[src/rtl/alu_pkg.sv]
// ALU control codes, FSM state encoding and the operand register layout
// shared by the arbiter and its alu.
package alu_pkg;

  localparam logic [3:0] ALU_AND = 4'b0000;
  localparam logic [3:0] ALU_OR  = 4'b0001;
  localparam logic [3:0] ALU_ADD = 4'b0010;
  localparam logic [3:0] ALU_XOR = 4'b0011;
  localparam logic [3:0] ALU_NOT = 4'b0101;
  localparam logic [3:0] ALU_SUB = 4'b0110;
  localparam logic [3:0] ALU_SRL = 4'b0111;
  localparam logic [3:0] ALU_SRA = 4'b1000;
  localparam logic [3:0] ALU_SLL = 4'b1111;

  typedef enum logic {
    IDLE = 1'b0,
    EXEC = 1'b1
  } state_e;

  typedef struct packed {
    logic [3:0]  op;
    logic [31:0] a;
    logic [31:0] b;
  } alu_req_t;

endpackage

[src/rtl/alu.sv]
// Combinational 32-bit ALU, zero latency, no flow control.
// Undefined control codes produce result 0 (and so zero = 1).
module alu
  import alu_pkg::*;
(
  input  logic [3:0]  alu_control,
  input  logic [31:0] a,
  input  logic [31:0] b,
  output logic [31:0] result,
  output logic        zero
);

  always_comb begin
    result = '0;
    case (alu_control)
      ALU_AND: result = a & b;
      ALU_OR:  result = a | b;
      ALU_ADD: result = a + b;
      ALU_XOR: result = a ^ b;
      ALU_NOT: result = ~a;
      ALU_SUB: result = a - b;
      ALU_SRL: result = a >> b[4:0];
      ALU_SRA: result = 32'($signed(a) >>> b[4:0]);
      ALU_SLL: result = a << b[4:0];
      default: result = '0;
    endcase
  end

  assign zero = (result == '0);

endmodule

[src/rtl/alu_arbiter.sv]
// Round-robin share of one alu across N_REQ requesters; accept to resp_valid is 2 edges.
// One accept per 2 cycles; an unconsumed response masks its requester from arbitration.
module alu_arbiter
  import alu_pkg::*;
#(
  parameter int N_REQ  = 2,
  parameter int DATA_W = 32
) (
  input  logic                    clk,
  input  logic                    rst_n,
  input  logic [N_REQ-1:0]        req_valid,
  output logic [N_REQ-1:0]        req_ready,
  input  logic [4*N_REQ-1:0]      req_op,
  input  logic [DATA_W*N_REQ-1:0] req_a,
  input  logic [DATA_W*N_REQ-1:0] req_b,
  output logic [N_REQ-1:0]        resp_valid,
  input  logic [N_REQ-1:0]        resp_ready,
  output logic [DATA_W*N_REQ-1:0] resp_result,
  output logic [N_REQ-1:0]        resp_zero
);

  localparam int IDX_W = $clog2(N_REQ);

  state_e                          state_q, state_d;
  logic [IDX_W-1:0]                rr_ptr_q, rr_ptr_d;
  logic [IDX_W-1:0]                tag_q, tag_d;
  alu_req_t                        opnd_q, opnd_d;
  logic [N_REQ-1:0]                resp_valid_q, resp_valid_d;
  logic [N_REQ-1:0]                resp_zero_q, resp_zero_d;
  logic [N_REQ-1:0][DATA_W-1:0]    resp_result_q, resp_result_d;

  logic [N_REQ-1:0] elig;
  logic [IDX_W:0]   pick;
  logic             win_vld;
  logic [IDX_W-1:0] win;
  logic [31:0]      alu_result;
  logic             alu_zero;

  // Returns {found, index}; scanning downward leaves the first hit at or after ptr.
  function automatic logic [IDX_W:0] rr_pick(input logic [N_REQ-1:0] mask,
                                             input logic [IDX_W-1:0] ptr);
    logic [IDX_W:0] res;
    int             idx;
    res = '0;
    for (int k = N_REQ - 1; k >= 0; k--) begin
      idx = (int'(ptr) + k) % N_REQ;
      if (mask[IDX_W'(idx)]) res = {1'b1, IDX_W'(idx)};
    end
    return res;
  endfunction

  assign elig    = req_valid & ~resp_valid_q;
  assign pick    = rr_pick(elig, rr_ptr_q);
  assign win_vld = pick[IDX_W];
  assign win     = pick[IDX_W-1:0];

  always_comb begin
    req_ready = '0;
    if (state_q == IDLE && win_vld) req_ready[win] = 1'b1;
  end

  always_comb begin
    state_d       = state_q;
    rr_ptr_d      = rr_ptr_q;
    tag_d         = tag_q;
    opnd_d        = opnd_q;
    resp_valid_d  = resp_valid_q & ~resp_ready;
    resp_zero_d   = resp_zero_q;
    resp_result_d = resp_result_q;
    case (state_q)
      IDLE: begin
        if (win_vld) begin
          opnd_d.op = req_op[4*int'(win) +: 4];
          opnd_d.a  = req_a[DATA_W*int'(win) +: DATA_W];
          opnd_d.b  = req_b[DATA_W*int'(win) +: DATA_W];
          tag_d     = win;
          rr_ptr_d  = (win == IDX_W'(N_REQ - 1)) ? '0 : win + IDX_W'(1);
          state_d   = EXEC;
        end
      end
      EXEC: begin
        resp_result_d[tag_q] = alu_result;
        resp_zero_d[tag_q]   = alu_zero;
        resp_valid_d[tag_q]  = 1'b1;
        state_d              = IDLE;
      end
      default: state_d = IDLE;
    endcase
  end

  always_ff @(posedge clk or negedge rst_n) begin
    if (!rst_n) begin
      state_q       <= IDLE;
      rr_ptr_q      <= '0;
      tag_q         <= '0;
      opnd_q        <= '0;
      resp_valid_q  <= '0;
      resp_zero_q   <= '0;
      resp_result_q <= '0;
    end else begin
      state_q       <= state_d;
      rr_ptr_q      <= rr_ptr_d;
      tag_q         <= tag_d;
      opnd_q        <= opnd_d;
      resp_valid_q  <= resp_valid_d;
      resp_zero_q   <= resp_zero_d;
      resp_result_q <= resp_result_d;
    end
  end

  alu u_alu (
    .alu_control(opnd_q.op),
    .a          (opnd_q.a),
    .b          (opnd_q.b),
    .result     (alu_result),
    .zero       (alu_zero)
  );

  assign resp_valid  = resp_valid_q;
  assign resp_zero   = resp_zero_q;
  assign resp_result = resp_result_q;

endmodule

[config.mk]
export PLATFORM = sky130hd
export DESIGN_NAME = alu_arbiter
export DESIGN_NICKNAME = d
export VERILOG_FILES = /design/src/rtl/alu_pkg.sv /design/src/rtl/alu.sv /design/src/rtl/alu_arbiter.sv
export SDC_FILE = /design/constraint.sdc
export NUM_CORES = 1
export LEC_CHECK = 0
export CAP_MARGIN = 20
export CELL_PAD_IN_SITES_DETAIL_PLACEMENT = 0
export CELL_PAD_IN_SITES_GLOBAL_PLACEMENT = 1
export CORE_ASPECT_RATIO = 0.7
export CORE_MARGIN = 2
export CORE_UTILIZATION = 38
export DETAILED_ROUTE_END_ITERATION = 12
export PLACE_DENSITY = 0.79
export SETUP_SLACK_MARGIN = 0.3
export SYNTH_ARGS = -nofsm -noshare
export SYNTH_HDL_FRONTEND = slang
export SYNTH_SLANG_ARGS = --single-unit
[constraint.sdc]
create_clock -name clk -period 4.6 [get_ports clk]
set_input_delay 0.92 -clock clk [delete_from_list [all_inputs] [get_ports clk]]
set_output_delay 0.92 -clock clk [all_outputs]
set_load 0.1 [all_outputs]
==> reports/results.ini, run 1 <==
[yosys]
synthCells=1859
synth_common_cells=nand2_1 (199), nor2_1 (189), a21oi_1 (164)
synthArstFlopShare_pct=100
ys_warn_count=0
synth_top_family_by_area=compound AO/OA/AOI/OAI gates
synth.distinct_cells=76
synthesis.nets=2099
synth.area.mux_share_pct=18.8
synth_compound_area_share_pct=23.4
synth_adder_area_share_pct=8.27
synth_top_area_share_pct=23.3
yosysMostFrequentCell=nand2_1
ys_seq_elements=139
synth_ff_type=dfrtp_1
synth_area_leaders=dfrtp_1 (23%), mux2i_1 (9.0%), ha_1 (8.1%)
synth_edf_count=0
synthXorXnorAreaFrac_pct=2.93
syn_area_per_cell_um2=8.03
synth_top_area_cell=dfrtp_1
synth_area_mm2=0.0149
yosys.area_share.simple_pct=16.8
yosysSeqAreaShare_pct=23.3

[sta]
final_hold_viol_count=0
rsz0062_at_grt=yes
relSlewSlack_pct=23.9
skew_ns=0.0138
slew_viol_final=0
worst_slack_ns=-0.0765
setup_violations=2
fmax_ghz=0.214
tightest_slew_ns=1.13
finalCritPeriodShare_pct=102
fin_crit_ns=4.68

[clock_tree]
h-tree-depth=4
path_clk_slew_ns=0.07
cts_num_sinks=139
clockBufferDepth=2
clk_latency_ns=0.46
clock-root-buffer=clkbuf_16
numCtsBuffers=17
ctsHoldBuffers=0
cts_tree=done

[worst_setup_path]
cp_max_fo=6
arrival_ns=5.05
path_class=flip-flop to flip-flop
crit_path_cell_trace=nor4_2 -> buf_4 -> and3_4 -> nand4_1 -> buf_6 -> nand2_1 -> xnor2_2 -> ha_4 -> nand4_1 -> buf_4 -> nor3_2 -> a221oi_2 -> o21ai_4 -> mux2i_1 -> a211oi_2 -> buf_4 -> nand4_1 -> nor4_2 -> buf_4 -> nand4b_1 -> buf_4 -> o31ai_4
cp_num_cells=22
worstSetupStartpointType=flip-flop
worst-r2r-cell-count=22
cp_top_family=simple AND/OR/NAND/NOR gates
end_kind=flip-flop
cp_num_buf_inv=6
critPathMaxStageDelay_ns=0.40
required_ns=4.97
r2r-end=resp_zero[1]$_DFFE_PN0P_
slowest_stage=dfrtp_1
path_common_cell=buf_4
r2r_slack_ns=-0.08
worst_r2r_startpoint=opnd_q[8]$_DFFE_PN0P_

[outcome]
violations=setup timing
status=finished, violations left

[global_route]
gr-total-overflow=0
grt_pass1_wl_um=109000
grt_usage_pct=36.7
antenna_found_initial=2
grt_max_degree=140
grt_pass1_vias=16200

[routing]
wl_per_cell_um=27.1
drc_errors=0
vias=17000
drt_iter0_markers=2182
routed_via_density=6.15
ant_nets=0
firstDrtPassIters=6
drt_wl_total_um=75000

[layout]
insertedDiodeCount=0
fin_area_mm2=0.0204
final_nets=2471
syn_to_final_growth_pct=36.7
drive_above_1_share_pct=22.2

[die]
ioPinCount=212
rows=60
die_x_um=241
initial_utilization_pct=38.7
dieArea_mm2=0.0409
die_h_um=170
core_area_mm2=0.0386

[flow_run]
max_cap_violations=0

[placed_design]
place.gp.congestion=1.01
place_area_mm2=0.0193
portBuffers=210
hpwl_um=57900

[worst_hold_path]
hp-class=input pin to asynchronous set/reset pin

repair_timing:
| action | 4_1_cts | 5_1_grt |
|---|---|---|
| resized for setup | 42 | 31 |
| endpoints found under the setup margin | 22 | 19 |
| pin swaps | 31 | 22 |
| setup buffers | 8 | 10 |
| cloned | 0 | 0 |
cells by family after synthesis:
group                    count (synthesis)
AND/OR/NAND/NOR                        559
AO/OA/AOI/OAI                          554
buffers and inverters                  239
multiplexers                           220
flip-flops                             139
adder cells (fa/ha/maj)                 98
XOR/XNOR                                50
routing by layer:
layer	up-vias	track usage, %	routed length (µm)
li1	7555	-	-
met1	8311	52.7	33000
met2	1002	50.8	30100
met3	159	10.7	8370
met4	4	15.4	3560
met5	-	0	29
flip-flops by register name, indices dropped and copies added (netlist names):
name         cells
resp_result     64
state_q          1
resp_valid       2
resp_zero        2
opnd_q          68
rr_ptr_q         1
tag_q            1
placed cells by master, fill, tap and decap left out, types with 13 or more instances in the layout:
| cell type | Yosys | routed |
|---|---|---|
| o21ai_1 | 0 | 13 |
| o221ai_1 | 18 | 18 |
| mux2i_1 | 134 | 133 |
| xnor2_1 | 42 | 39 |
| dfrtp_1 | 139 | 134 |
| a211oi_1 | 26 | 22 |
| clkbuf_16 | 0 | 17 |
| o21ai_0 | 147 | 133 |
| and2_1 | 14 | 15 |
| a21oi_1 | 164 | 158 |
| buf_4 | 4 | 296 |
| o211ai_1 | 18 | 18 |
| a22oi_1 | 33 | 32 |
| nor2_1 | 189 | 185 |
| clkdlybuf4s50_1 | 0 | 207 |
| ha_1 | 97 | 92 |
| nand2_1 | 199 | 198 |
| o22ai_1 | 23 | 23 |
| nor3_1 | 21 | 15 |
| nand4_1 | 17 | 17 |
| nor2b_1 | 13 | 13 |
| mux2_2 | 42 | 42 |
| mux4_2 | 44 | 44 |
| nand3_1 | 33 | 33 |
| inv_1 | 75 | 75 |
area by class of cell:
type,instances,area (µm²)
Clock buffer,19,443
Clock inverter,13,143
Fill cell,3724,18200
Inverter,78,294
Multi-Input combinational cell,1481,10900
Sequential cell,139,3490
Tap cell,527,659
Timing Repair Buffer,514,4490
worst reg2reg max path, delay by kind of cell, from the launching register on:
kind | cells | cell delay (ns)
simple gates | 9 | 1.53
buf+inv | 6 | 1.11
compound gates | 4 | 0.95
flops | 1 | 0.40
fa+ha+maj | 1 | 0.27
xor+xnor | 1 | 0.18
mux | 1 | 0.17
per-stage QoR:
step	util, %	instances	worst slack [ns]	TNS (ns)	hold WS (ns)
5_1_grt	52.9	2771	-0.340	-0.678	0.458
4_1_cts	52.4	2761	0.178	0	0.430
6_report	52.9	2771	-0.0765	-0.128	0.409
3_3_place_gp	50.1	2721	-0.301	-1.18	0.466
2_1_floorplan	-	1859	0.306	0	0.510
3_5_place_dp	50.1	2721	-0.289	-1.55	0.469
worst max-delay path by stage:
stage / startpoint / endpoint / slack [ns]
after floorplan: opnd_q[64]$_DFFE_PN0P_ / resp_zero[0]$_DFFE_PN0P_ / 0.31
after global routing: opnd_q[8]$_DFFE_PN0P_ / resp_zero[1]$_DFFE_PN0P_ / -0.34
after CTS: opnd_q[7]$_DFFE_PN0P_ / resp_zero[0]$_DFFE_PN0P_ / 0.18
after detailed placement: opnd_q[1]$_DFFE_PN0P_ / resp_zero[1]$_DFFE_PN0P_ / -0.29
after global placement: opnd_q[1]$_DFFE_PN0P_ / resp_zero[1]$_DFFE_PN0P_ / -0.30
final: opnd_q[8]$_DFFE_PN0P_ / resp_zero[1]$_DFFE_PN0P_ / -0.08
Power of run 1 is left out: the tool's default activity adds up to more than one toggle a clock period on the data nets, which glitch-free logic cannot reach.
==> run 2: changes to the inputs <==
Settings changed: CORE_MARGIN 2 to unset, SETUP_SLACK_MARGIN 0.3 to unset.
==> reports/results.ini, run 2 (synthesis results as in run 1) <==
[sta]
hold_slack_ns=0.457  ; +0.0483 ns
finalCritPeriodShare_pct=100  ; -1.3 points
setup_violations=1  ; -1
fin_crit_ns=4.62  ; -0.0590 ns
relSlewSlack_pct=28.8  ; +4.8 points
fmax_ghz=0.217  ; +1.3%
skew_ns=0.0139  ; +0.000112 ns
slew_viol_final=0  ; unchanged
rsz0062_at_grt=yes
worst_slack_ns=-0.0175  ; +0.0590 ns
tightest_slew_ns=1.06  ; -0.0660 ns
final_hold_viol_count=0  ; unchanged

[routing]
ant_nets=0  ; unchanged
vias=17100  ; +0.58%
drt_wl_total_um=75300  ; +0.38%
drc_errors=0  ; unchanged
wl_per_cell_um=27.1  ; about the same
drt_iter0_markers=2314  ; +6.0%
firstDrtPassIters=8  ; +2
routed_via_density=6.16  ; +0.18%

[worst_setup_path]
slowest_stage=dfrtp_1
cp_max_fo=5  ; -1
worstSetupStartpointType=flip-flop
end_kind=flip-flop
path_common_cell=buf_4
cp_num_buf_inv=5  ; -1
cp_top_family=compound AO/OA/AOI/OAI gates
required_ns=4.96  ; about the same
path_class=flip-flop to flip-flop
arrival_ns=4.97  ; -0.08 ns
crit_path_cell_trace=nor4_4 -> buf_4 -> and3_4 -> nand4_1 -> buf_4 -> o21ai_0 -> xnor2_1 -> ha_1 -> a21oi_1 -> o21ai_0 -> a21oi_2 -> o21ai_0 -> a211oi_1 -> buf_4 -> nand4_1 -> nor4_2 -> buf_4 -> nand4b_1 -> buf_4 -> o31ai_2
critPathMaxStageDelay_ns=0.41  ; about the same

[layout]
final_nets=2482  ; +0.45%
stdcell_count=2782  ; +0.40%
insertedDiodeCount=0  ; unchanged
fin_area_mm2=0.0204  ; -0.14%
drive_above_1_share_pct=22.0  ; -0.20 points
fin_util_pct=52.8  ; -0.075 points
nFillCells=3713  ; -0.30%
largest_reg_flops=68  ; unchanged
top_register=opnd_q
syn_to_final_growth_pct=36.6
layout_commonest_cell=buf_4
layout_common_cells=buf_4 (308), clkdlybuf4s50_1 (207), nand2_1 (198)

[flow_run]
max_cap_violations=0  ; unchanged

[placed_design]
place_area_mm2=0.0195  ; +0.82%
portBuffers=210  ; unchanged
place.gp.congestion=1.03  ; +2.4%
placedCellCount=2745  ; +0.88%
hpwl_um=58500  ; +1.1%

[die]
ioPinCount=212  ; unchanged
initial_utilization_pct=38.7  ; unchanged
die_h_um=168  ; -1.2%
rows=60  ; unchanged
dieArea_mm2=0.0401  ; -2.0%
core_area_mm2=0.0386  ; unchanged
die_x_um=239  ; -0.83%

[clock_tree]
ctsHoldBuffers=0  ; unchanged
cts_num_sinks=139  ; unchanged
numCtsBuffers=17  ; unchanged
h-tree-depth=4  ; unchanged
cts_tree=done
clock-root-buffer=clkbuf_16
clk_latency_ns=0.46  ; about the same
path_clk_slew_ns=0.07  ; about the same
clockBufferDepth=2  ; unchanged

[global_route]
antenna_found_initial=3  ; +1
grt_usage_pct=37.4  ; +0.72 points
grt_pass1_vias=16100  ; -0.21%
grt_pass1_wl_um=110000  ; +0.82%
gr-total-overflow=0  ; unchanged
grt_max_degree=140  ; unchanged

[outcome]
status=finished, violations left
violations=setup timing

[worst_hold_path]
hp-class=input pin to asynchronous set/reset pin

-- run 2: cell types whose count changed in the layout (fill, tap and decap cells not counted), sizes merged --
cell | before | now
buf | 307 | 318
clkinv | 9 | 7
inv | 78 | 80
-- run 2: through the flow --
step,setup TNS (ns),worst slack [ns]
after floorplan,0,0.0243
final,-0.0175,-0.0175
after detailed placement,-0.490,-0.250
after global routing,-0.332,-0.196
after global placement,-0.332,-0.168
after CTS,0,0.00749
-- run 2: layer usage --
metal | vias up | GRT usage [%] | routed length, µm
met5 | - | 0 | 31
met4 | 4 | 14.2 | 3010
met3 | 143 | 7.97 | 7780
met2 | 965 | 52.4 | 30300
met1 | 8444 | 55.5 | 34200
li1 | 7573 | - | -
-- run 2: repair_timing --
action	CTS	global route
cloned	0	0
resized for setup	15	33
pin swaps	8	12
setup buffers	2	3
setup endpoints to repair	4	12
-- run 2: path summary, 6_finish.rpt --
kind	startpoint	end	slack, ns	depth (start not counted)
setup / recovery	opnd_q[7]$_DFFE_PN0P_	resp_zero[1]$_DFFE_PN0P_	-0.02	20
hold / removal	rst_n	opnd_q[6]$_DFFE_PN0P_	0.46	1
setup reg to reg	opnd_q[7]$_DFFE_PN0P_	resp_zero[1]$_DFFE_PN0P_	-0.02	20
hold reg to reg	resp_result[13]$_DFFE_PN0P_	resp_result[13]$_DFFE_PN0P_	0.48	2
max in group asynchronous	rst_n	resp_result[57]$_DFFE_PN0P_	3.30	2
min in group clk	resp_result[13]$_DFFE_PN0P_	resp_result[13]$_DFFE_PN0P_	0.48	2
-- run 2: final cells by class --
type                            instances  area (µm²)  area share, %
Clock inverter                         13         156          0.767
Timing Repair Buffer                  525        4580           22.5
Multi-Input combinational cell       1481       10800           52.8
Sequential cell                       139        3490           17.1
Clock buffer                           19         453           2.22
Tap cell                              527         659           3.24
Inverter                               78         293           1.44
Power of run 2 is left out for the same reason.
